`src/rtl/traffic_phase_scheduler.sv`:
```
// Traffic phase scheduler: main road / farm road intersection controller with
// a tick prescaler, per-phase timer, request latches and registered lamps.
// Optional pedestrian walk phase is built when the macro PED_REQ_EN is defined.
module traffic_phase_scheduler #(
    parameter int TICK_DIV  = 16,
    parameter int GREEN_MIN = 8,
    parameter int YELLOW_T  = 3,
    parameter int ALLRED_T  = 1,
    parameter int FARM_MAX  = 6,
    parameter int WALK_T    = 5
) (
    input  logic       blif_clk_net,
    input  logic       blif_reset_net,
    input  logic       FM,
    input  logic       TEST,
    input  logic       CLR,
`ifdef PED_REQ_EN
    input  logic       PED,
    output logic       WALK,
`endif
    output logic       GRN1,
    output logic       YLW1,
    output logic       RED1,
    output logic       GRN2,
    output logic       YLW2,
    output logic       RED2,
    output logic [2:0] PHASE
);

    typedef enum logic [2:0] {
        S_MG  = 3'd0,
        S_MY  = 3'd1,
        S_AR1 = 3'd2,
        S_FG  = 3'd3,
        S_FY  = 3'd4,
        S_AR2 = 3'd5,
        S_WK  = 3'd6
    } state_t;

    // Last timer value of each timed phase (a phase of N ticks ends at N-1).
    localparam logic [15:0] PRESC_LAST  = 16'(TICK_DIV - 1);
    localparam logic [15:0] GREEN_LAST  = 16'(GREEN_MIN - 1);
    localparam logic [15:0] YELLOW_LAST = 16'(YELLOW_T - 1);
    localparam logic [15:0] ALLRED_LAST = 16'(ALLRED_T - 1);
    localparam logic [15:0] FARM_LAST   = 16'(FARM_MAX - 1);
    localparam logic [15:0] WALK_LAST   = 16'(WALK_T - 1);

    // Lamp pattern order: {GRN1, YLW1, RED1, GRN2, YLW2, RED2}
    localparam logic [5:0] LAMPS_RST = 6'b100001;

    state_t      r_state;
    state_t      w_next;
    logic [15:0] r_presc;
    logic [15:0] r_timer;
    logic        r_farm;
    logic        w_tick;
    logic        w_req;
    logic        w_farm_grant;
    logic        w_enter_fg;
    logic [5:0]  r_lamps;
    logic [2:0]  r_phase;

`ifdef PED_REQ_EN
    logic        r_ped;
    logic        r_last_ped;
    logic        r_walk;
    logic        w_enter_wk;
`endif

    function automatic logic [5:0] lamps_of(input state_t s);
        case (s)
            S_MG:    lamps_of = 6'b100001;
            S_MY:    lamps_of = 6'b010001;
            S_FG:    lamps_of = 6'b001100;
            S_FY:    lamps_of = 6'b001010;
            default: lamps_of = 6'b001001;
        endcase
    endfunction

    assign w_tick     = TEST || (r_presc == PRESC_LAST);
    assign w_enter_fg = (w_next == S_FG) && (r_state != S_FG);

`ifdef PED_REQ_EN
    assign w_enter_wk   = (w_next == S_WK) && (r_state != S_WK);
    assign w_req        = r_farm || r_ped;
    // Farm wins when it is the only request, or when both wait and the
    // pedestrian was served last.
    assign w_farm_grant = r_farm && (!r_ped || r_last_ped);
`else
    assign w_req        = r_farm;
    assign w_farm_grant = 1'b1;
`endif

    // Prescaler: free-running divider, parked at zero in test mode.
    always_ff @(posedge blif_clk_net or negedge blif_reset_net) begin
        if (!blif_reset_net) begin
            r_presc <= '0;
        end else if (CLR || TEST || (r_presc == PRESC_LAST)) begin
            r_presc <= '0;
        end else begin
            r_presc <= r_presc + 16'd1;
        end
    end

    // Next-state decode: phases only advance on a tick.
    always_comb begin
        w_next = r_state;
        if (w_tick) begin
            case (r_state)
                S_MG:  if ((r_timer >= GREEN_LAST) && w_req) w_next = S_MY;
                S_MY:  if (r_timer == YELLOW_LAST) w_next = S_AR1;
                S_AR1: if (r_timer == ALLRED_LAST) w_next = w_farm_grant ? S_FG : S_WK;
                S_FG:  if (!FM || (r_timer == FARM_LAST)) w_next = S_FY;
                S_FY:  if (r_timer == YELLOW_LAST) w_next = S_AR2;
                S_AR2: if (r_timer == ALLRED_LAST) w_next = S_MG;
                S_WK:  if (r_timer == WALK_LAST) w_next = S_AR2;
                default: w_next = S_MG;
            endcase
        end
    end

    // State register and phase timer (cleared on entry, saturating in MG).
    always_ff @(posedge blif_clk_net or negedge blif_reset_net) begin
        if (!blif_reset_net) begin
            r_state <= S_MG;
            r_timer <= '0;
        end else if (CLR) begin
            r_state <= S_MG;
            r_timer <= '0;
        end else begin
            r_state <= w_next;
            if (w_next != r_state) begin
                r_timer <= '0;
            end else if (w_tick && !((r_state == S_MG) && (r_timer >= GREEN_LAST))) begin
                r_timer <= r_timer + 16'd1;
            end
        end
    end

    // Farm request latch: clear on FG entry beats a same-cycle set.
    always_ff @(posedge blif_clk_net or negedge blif_reset_net) begin
        if (!blif_reset_net) begin
            r_farm <= 1'b0;
        end else if (CLR || w_enter_fg) begin
            r_farm <= 1'b0;
        end else if (FM && (r_state != S_FG)) begin
            r_farm <= 1'b1;
        end
    end

`ifdef PED_REQ_EN
    // Pedestrian latch and last-served flag for round-robin arbitration.
    always_ff @(posedge blif_clk_net or negedge blif_reset_net) begin
        if (!blif_reset_net) begin
            r_ped      <= 1'b0;
            r_last_ped <= 1'b1;
        end else if (CLR) begin
            r_ped      <= 1'b0;
            r_last_ped <= 1'b1;
        end else begin
            if (w_enter_wk) begin
                r_ped <= 1'b0;
            end else if (PED) begin
                r_ped <= 1'b1;
            end
            if (w_enter_fg) begin
                r_last_ped <= 1'b0;
            end else if (w_enter_wk) begin
                r_last_ped <= 1'b1;
            end
        end
    end
`endif

    // Lamps and phase code registered from the next state (no extra latency).
    always_ff @(posedge blif_clk_net or negedge blif_reset_net) begin
        if (!blif_reset_net) begin
            r_lamps <= LAMPS_RST;
            r_phase <= S_MG;
`ifdef PED_REQ_EN
            r_walk  <= 1'b0;
`endif
        end else if (CLR) begin
            r_lamps <= LAMPS_RST;
            r_phase <= S_MG;
`ifdef PED_REQ_EN
            r_walk  <= 1'b0;
`endif
        end else begin
            r_lamps <= lamps_of(w_next);
            r_phase <= w_next;
`ifdef PED_REQ_EN
            r_walk  <= (w_next == S_WK);
`endif
        end
    end

    assign {GRN1, YLW1, RED1, GRN2, YLW2, RED2} = r_lamps;
    assign PHASE = r_phase;
`ifdef PED_REQ_EN
    assign WALK = r_walk;
`endif

endmodule

```
`config.mk`:
```
export PLATFORM = sky130hd
export DESIGN_NAME = traffic_phase_scheduler
export DESIGN_NICKNAME = d
export VERILOG_FILES = /design/src/rtl/traffic_phase_scheduler.sv
export SDC_FILE = /design/constraint.sdc
export NUM_CORES = 1
export LEC_CHECK = 0
export BUFFER_PORTS_ARGS = -buffer_cell sky130_fd_sc_hd__clkbuf_2
export CAP_MARGIN = 10
export CORE_UTILIZATION = 40
export CTS_CLUSTER_DIAMETER = 60
export DETAILED_ROUTE_END_ITERATION = 8
export PLACE_DENSITY = 0.63
export SLEW_MARGIN = 10
export SYNTH_ARGS = -nofsm -noshare
export SYNTH_HDL_FRONTEND = slang
export SYNTH_SLANG_ARGS = --single-unit
```
`constraint.sdc`:
```
create_clock -name blif_clk_net -period 2.6 [get_ports blif_clk_net]
set_input_delay 0.26 -clock blif_clk_net [delete_from_list [all_inputs] [get_ports blif_clk_net]]
set_output_delay 0.26 -clock blif_clk_net [all_outputs]
set_load 0.03 [all_outputs]
```
== Yosys cells after proc, flatten, opt, wreduce, memory -nomap -nowiden ==
Index checks and enable logic that the tools add are counted.
Storage, ports and cells
  register bits after elaboration: 42
  input bits: 5
Cells by class
  add/subtract/negate cells: 2
  order comparisons: 1
  equal/unequal tests: 15
  multiplexer cells: 18
  reduce and logical (&&, ||, !) cells: 17
Operator list (number)
  $mux W16: 4
  $add A16 B1 Y16 const B: 2
  $eq A16 B3 Y1 const B: 2
  $mux W3: 9
  $pmux W6 S4: 1
  $pmux W3 S7: 1
  $eq A16 B2 Y1 const B: 1
  $eq A16 B4 Y1 const B: 1
  $ge A16 B3 Y1 const B: 1
  $logic_not A16 Y1: 1
  $eq A3 B3 Y1 const B: 4
  $eq A3 B2 Y1 const B: 3
  $eq A3 B1 Y1 const B: 2
  $logic_not A3 Y1: 2
  $mux W6: 1
  $logic_and A1 B1 Y1: 5
  $logic_or A1 B1 Y1: 5
  $ne A3 B2 Y1 const B: 1
  $ne A3 B3 Y1: 1
  $reduce_bool A3 Y1: 1
  $logic_not A1 Y1: 2
  $mux W1: 2
  $reduce_bool A2 Y1: 1

== Logic depth before layout (Yosys ltp) ==
  word-level depth: 9
  depth in mapped cells: 10

== Worst setup path after synthesis ==
OpenSTA, ideal clock, no wires.
  path type: register -> register
  start point: register r_timer[0]
  end point: register r_timer[0]
  arrival: 1.960 ns
  setup slack: 0.519 ns
  cell stages (with the launch flop): 8
  clock period less this slack: 2.081 ns
  cell sequence: dfrtp_1 > ha_1 > nand2_2 > a2111oi_4 > a32oi_2 > and3b_4 > a21bo_1 > a22o_1
Between the ends
  cells in the longest elaborated chain, start to end: 8
Ends and longest elaborated chain
  start, declared: line 54  | logic [15:0] r_timer;
  start signal, assigned: line 135  | r_timer <= r_timer + 16'd1;
  $ge A16 B3 Y1 / $eq A16 B3 Y1 (equally long branches): line 110, 134, 113
  $logic_and A1 B1 Y1 / $logic_or A1 B1 Y1 (equally long branches): line 110, 113
  $mux W3 (on tied branches): line 110, 113
  $pmux W3 S7: line 109  | case (r_state)
  $mux W3: line 108  | if (w_tick) begin
  $ne A3 B3 Y1: line 132  | if (w_next != r_state) begin
  $mux W16: line 132
  $mux W16: line 127  | end else if (CLR) begin
Parallel ways exist; a longest one is shown, timed or not. The select of a mux whose other input is x is not followed.
A chain may end at the register's enable or synchronous reset.

== Worst setup path in the final report ==
Same ends and word-level chain as after synthesis.

==> results.md <==
- Outcome: completed
- Total overflow reported by the global router: 0
- Kind of critical path: register to register
- Number of hold buffers added after CTS: 0
- DRC viols: 0
- Total Nets Final: 269
- Number of enable flip-flop cells after synthesis: 0
- Post-route clock period utilization: 88.7%
- Clock Latency Late Sink: 290 ps
- Number of distinct standard cells referenced by the synthesized netlist: 49
- Class of the tightest hold or removal check: input pin to asynchronous set/reset pin
- Critical Path AT: 2490 ps
- Average footprint of a synthesized cell: 9.66 um2
- Unrepaired setup endpoints after global routing: no
- Slew Limit Headroom: 58.3%
- Initial antenna violation count: 0
- Die Area: 6150 um2
- Syn. warnings: 0
- Max H-tree Level: 2
- Minimum period implied by the final worst setup slack: 2310 ps
- Clock buffer count from CTS: 5
- Port Buffers: 13
- Total setup violations reported at the end of the flow: 0
- Detailed-routing iteration count for the pre-antenna-repair pass: 4
- Largest driver fanout on the critical path: 8
- Clock tree from TritonCTS: yes
- Post-synth ARST share: 100%
- Kind of launch point of the worst setup path: register
- Count of standard-cell rows: 27
- P per Cell Area: 480 nW/um2
- Most common cell after layout, fill and taps aside: sky130_fd_sc_hd__dfrtp_1
- Prevailing post-synth register cell: sky130_fd_sc_hd__dfrtp_1
- Total leakage power: 1.13 nW
- Slew of the pin with the lowest slew margin: 625 ps
- Floorplan die width: 78.4 um
- Worst ir drop on vdd: 0.348 mV
- Synth Area in Compound Gates: 12.0%
- Layout cells sized above 1: 16.9%
- Starting density of the core: 41.9%
- Area growth from synthesis to layout: 11.3%
- Max-slew violation count: 0
- Overall routed net length: 4.60 mm
- Count of instances resized after the clock tree is built: 0
- Clock Path Buffers: 2
- Area share of the largest cell type after synthesis: 42.8%
- Summed negative setup slack over all endpoints: 0 ps
- Critical path endpoint category: register
- Reported max-cap violation count: 0
- Core area: 5570 um2
- First-pass GRT wire length: 8.23 mm
- Number of nets still failing antenna checks after routing: 0
- Ports: 14
- Number of synthesized register bits: 42
- Largest net degree at the start of global routing: 43
- Main combinational cell family by area after synthesis: simple AND/OR/NAND/NOR gates
- Num Clock Sinks: 42
- Main area contributors after synthesis: sky130_fd_sc_hd__dfrtp_1 43%, sky130_fd_sc_hd__nor2_1 6.1%, sky130_fd_sc_hd__xor2_1 5.6%, sky130_fd_sc_hd__xnor2_1 4.1%, sky130_fd_sc_hd__ha_1 2.7%
- Portion of the post-synthesis area used by sequential elements: 45.1%
- Vias in the first global route: 1735
- Worst hold margin: 39.9 ps
- RePlAce Congestion: 0.824
- Initial detailed-routing violation count: 44
- Most used cells in the layout excluding fill and tap cells: 40 x sky130_fd_sc_hd__dfrtp_1, 38 x sky130_fd_sc_hd__nor2_1, 16 x sky130_fd_sc_hd__nand2_1, 15 x sky130_fd_sc_hd__xor2_1, 13 x sky130_fd_sc_hd__clkbuf_2
- Fraction of the mapped netlist area in simple logic gates: 27.2%
- Clock edge transition at the registers on the reported setup and hold paths: 80 ps
- Net Count, Synth: 252
- Number of cells produced by synthesis: 242
- Area leader, netlist: sky130_fd_sc_hd__dfrtp_1
- Hold violation total from the final report: 0
- Clk Tree Root Cell: sky130_fd_sc_hd__clkbuf_8
- Total number of vias: 1740
- Mux share of post-synthesis cell area: 0%
- Diodes inserted: 0
- Netlist Area Pre-Place: 2340 um2
- Routed wire length per instance: 13.9 um
- Overall Global Routing Usage: 17.2%
- Post-synthesis adder-cell area fraction: 2.68%
- Achievable frequency: 434 MHz
- Post-CTS setup repair buffer count: 0
- Fraction of synthesized cell area in xor and xnor cells: 9.74%
- Chip Height: 78.4 um
- Final Skew: 5.49 ps
- Post-detail-place hpwl: 3.27 mm
- Post-DR vias/cell: 5.24
- Req. time, crit path: 2780 ps
[where the power goes]
part	switching (mW)	internal, mW	total (mW)
registers	0.00646	0.658	0.665
clock network	0.227	0.286	0.513
logic	0.0467	0.0242	0.0708
[sequential cells by signal, summed over array words and instances (netlist names)]
| name | count |
|---|---|
| r_lamps | 6 |
| PHASE | 3 |
| r_timer | 16 |
| r_farm | 1 |
| r_presc | 16 |
[worst paths after layout]
path                       cells after the start  slack (ps)          end      startpoint
max                                            7         290   r_timer[0]      r_timer[0]
min                                            2          40  r_timer[12]  blif_reset_net
max reg2reg                                    7         290   r_timer[0]      r_timer[0]
min reg2reg                                    1         460   r_presc[0]      r_presc[0]
max in group asynchronous                      2        2190   r_lamps[5]  blif_reset_net
min in group blif_clk_net                      3         340       r_farm              FM
[critical path, cell delays in order (launching register included)]
cell	delay [ps]
sky130_fd_sc_hd__dfrtp_1	450
sky130_fd_sc_hd__ha_1	210
sky130_fd_sc_hd__nand2_2	110
sky130_fd_sc_hd__a2111oi_4	660
sky130_fd_sc_hd__a32oi_2	110
sky130_fd_sc_hd__and3b_4	240
sky130_fd_sc_hd__a21bo_1	200
sky130_fd_sc_hd__a22o_1	220
[metal layers]
metal,share of wire [%],up-vias,routed length (um),global-route usage (%)
met4,0.52,0,24,4.63
met1,48,832,2220,23.0
met3,3.8,2,175,4.07
met5,0,-,0,0
met2,47,35,2190,28.0
li1,-,871,-,-
[Yosys cell counts, types with 2 or more instances]
cell and number:
sky130_fd_sc_hd__xnor2_1 11, sky130_fd_sc_hd__dfstp_2 2, sky130_fd_sc_hd__o21ai_0 9, sky130_fd_sc_hd__nor2_1 38, sky130_fd_sc_hd__nand4_1 4, sky130_fd_sc_hd__ha_1 5, sky130_fd_sc_hd__nand2_1 16, sky130_fd_sc_hd__and3_1 7
sky130_fd_sc_hd__nand2b_1 2, sky130_fd_sc_hd__dfrtp_1 40, sky130_fd_sc_hd__a31oi_1 3, sky130_fd_sc_hd__xor2_1 15, sky130_fd_sc_hd__nor3_1 6, sky130_fd_sc_hd__nor2b_1 6, sky130_fd_sc_hd__clkbuf_1 2, sky130_fd_sc_hd__inv_1 7
sky130_fd_sc_hd__nor3b_1 2, sky130_fd_sc_hd__and2_1 3, sky130_fd_sc_hd__and4_1 2, sky130_fd_sc_hd__o21ai_1 3, sky130_fd_sc_hd__nor4_1 3, sky130_fd_sc_hd__a211oi_1 2, sky130_fd_sc_hd__or3_1 4, sky130_fd_sc_hd__buf_2 6
sky130_fd_sc_hd__nor4_2 3, sky130_fd_sc_hd__a21oi_1 8, sky130_fd_sc_hd__nand3_1 11
[through the flow]
stage / std cells / total power, mW / area (um2) / setup slack (ps) / utilization [%]
floorplan: 242 / 0.719 / 2340 / 519 / -
global placement: 324 / 0.750 / 2490 / 348 / 44.6
detailed placement: 324 / 0.750 / 2490 / 319 / 44.6
CTS: 332 / 1.27 / 2600 / 295 / 46.7
global route: 332 / 1.31 / 2600 / 110 / 46.7
finish: 332 / 1.25 / 2600 / 295 / 46.7
[cell families after synthesis]
group	after synthesis
buf+inv	16
xor+xnor	26
compound gates	38
flops	42
simple gates	115
fa+ha+maj	5
[area by class of cell]
| class | count | area [um2] |
|---|---|---|
| fill | 547 | 2970 |
| timing repair buffer | 19 | 110 |
| multi-input combinational | 184 | 1210 |
| tap | 72 | 90.1 |
| sequential | 42 | 1050 |
| clock inverter | 3 | 45.0 |
| clock buffer | 5 | 68.8 |
| inverter | 7 | 26.3 |
Power figures use the tool's default switching activity.
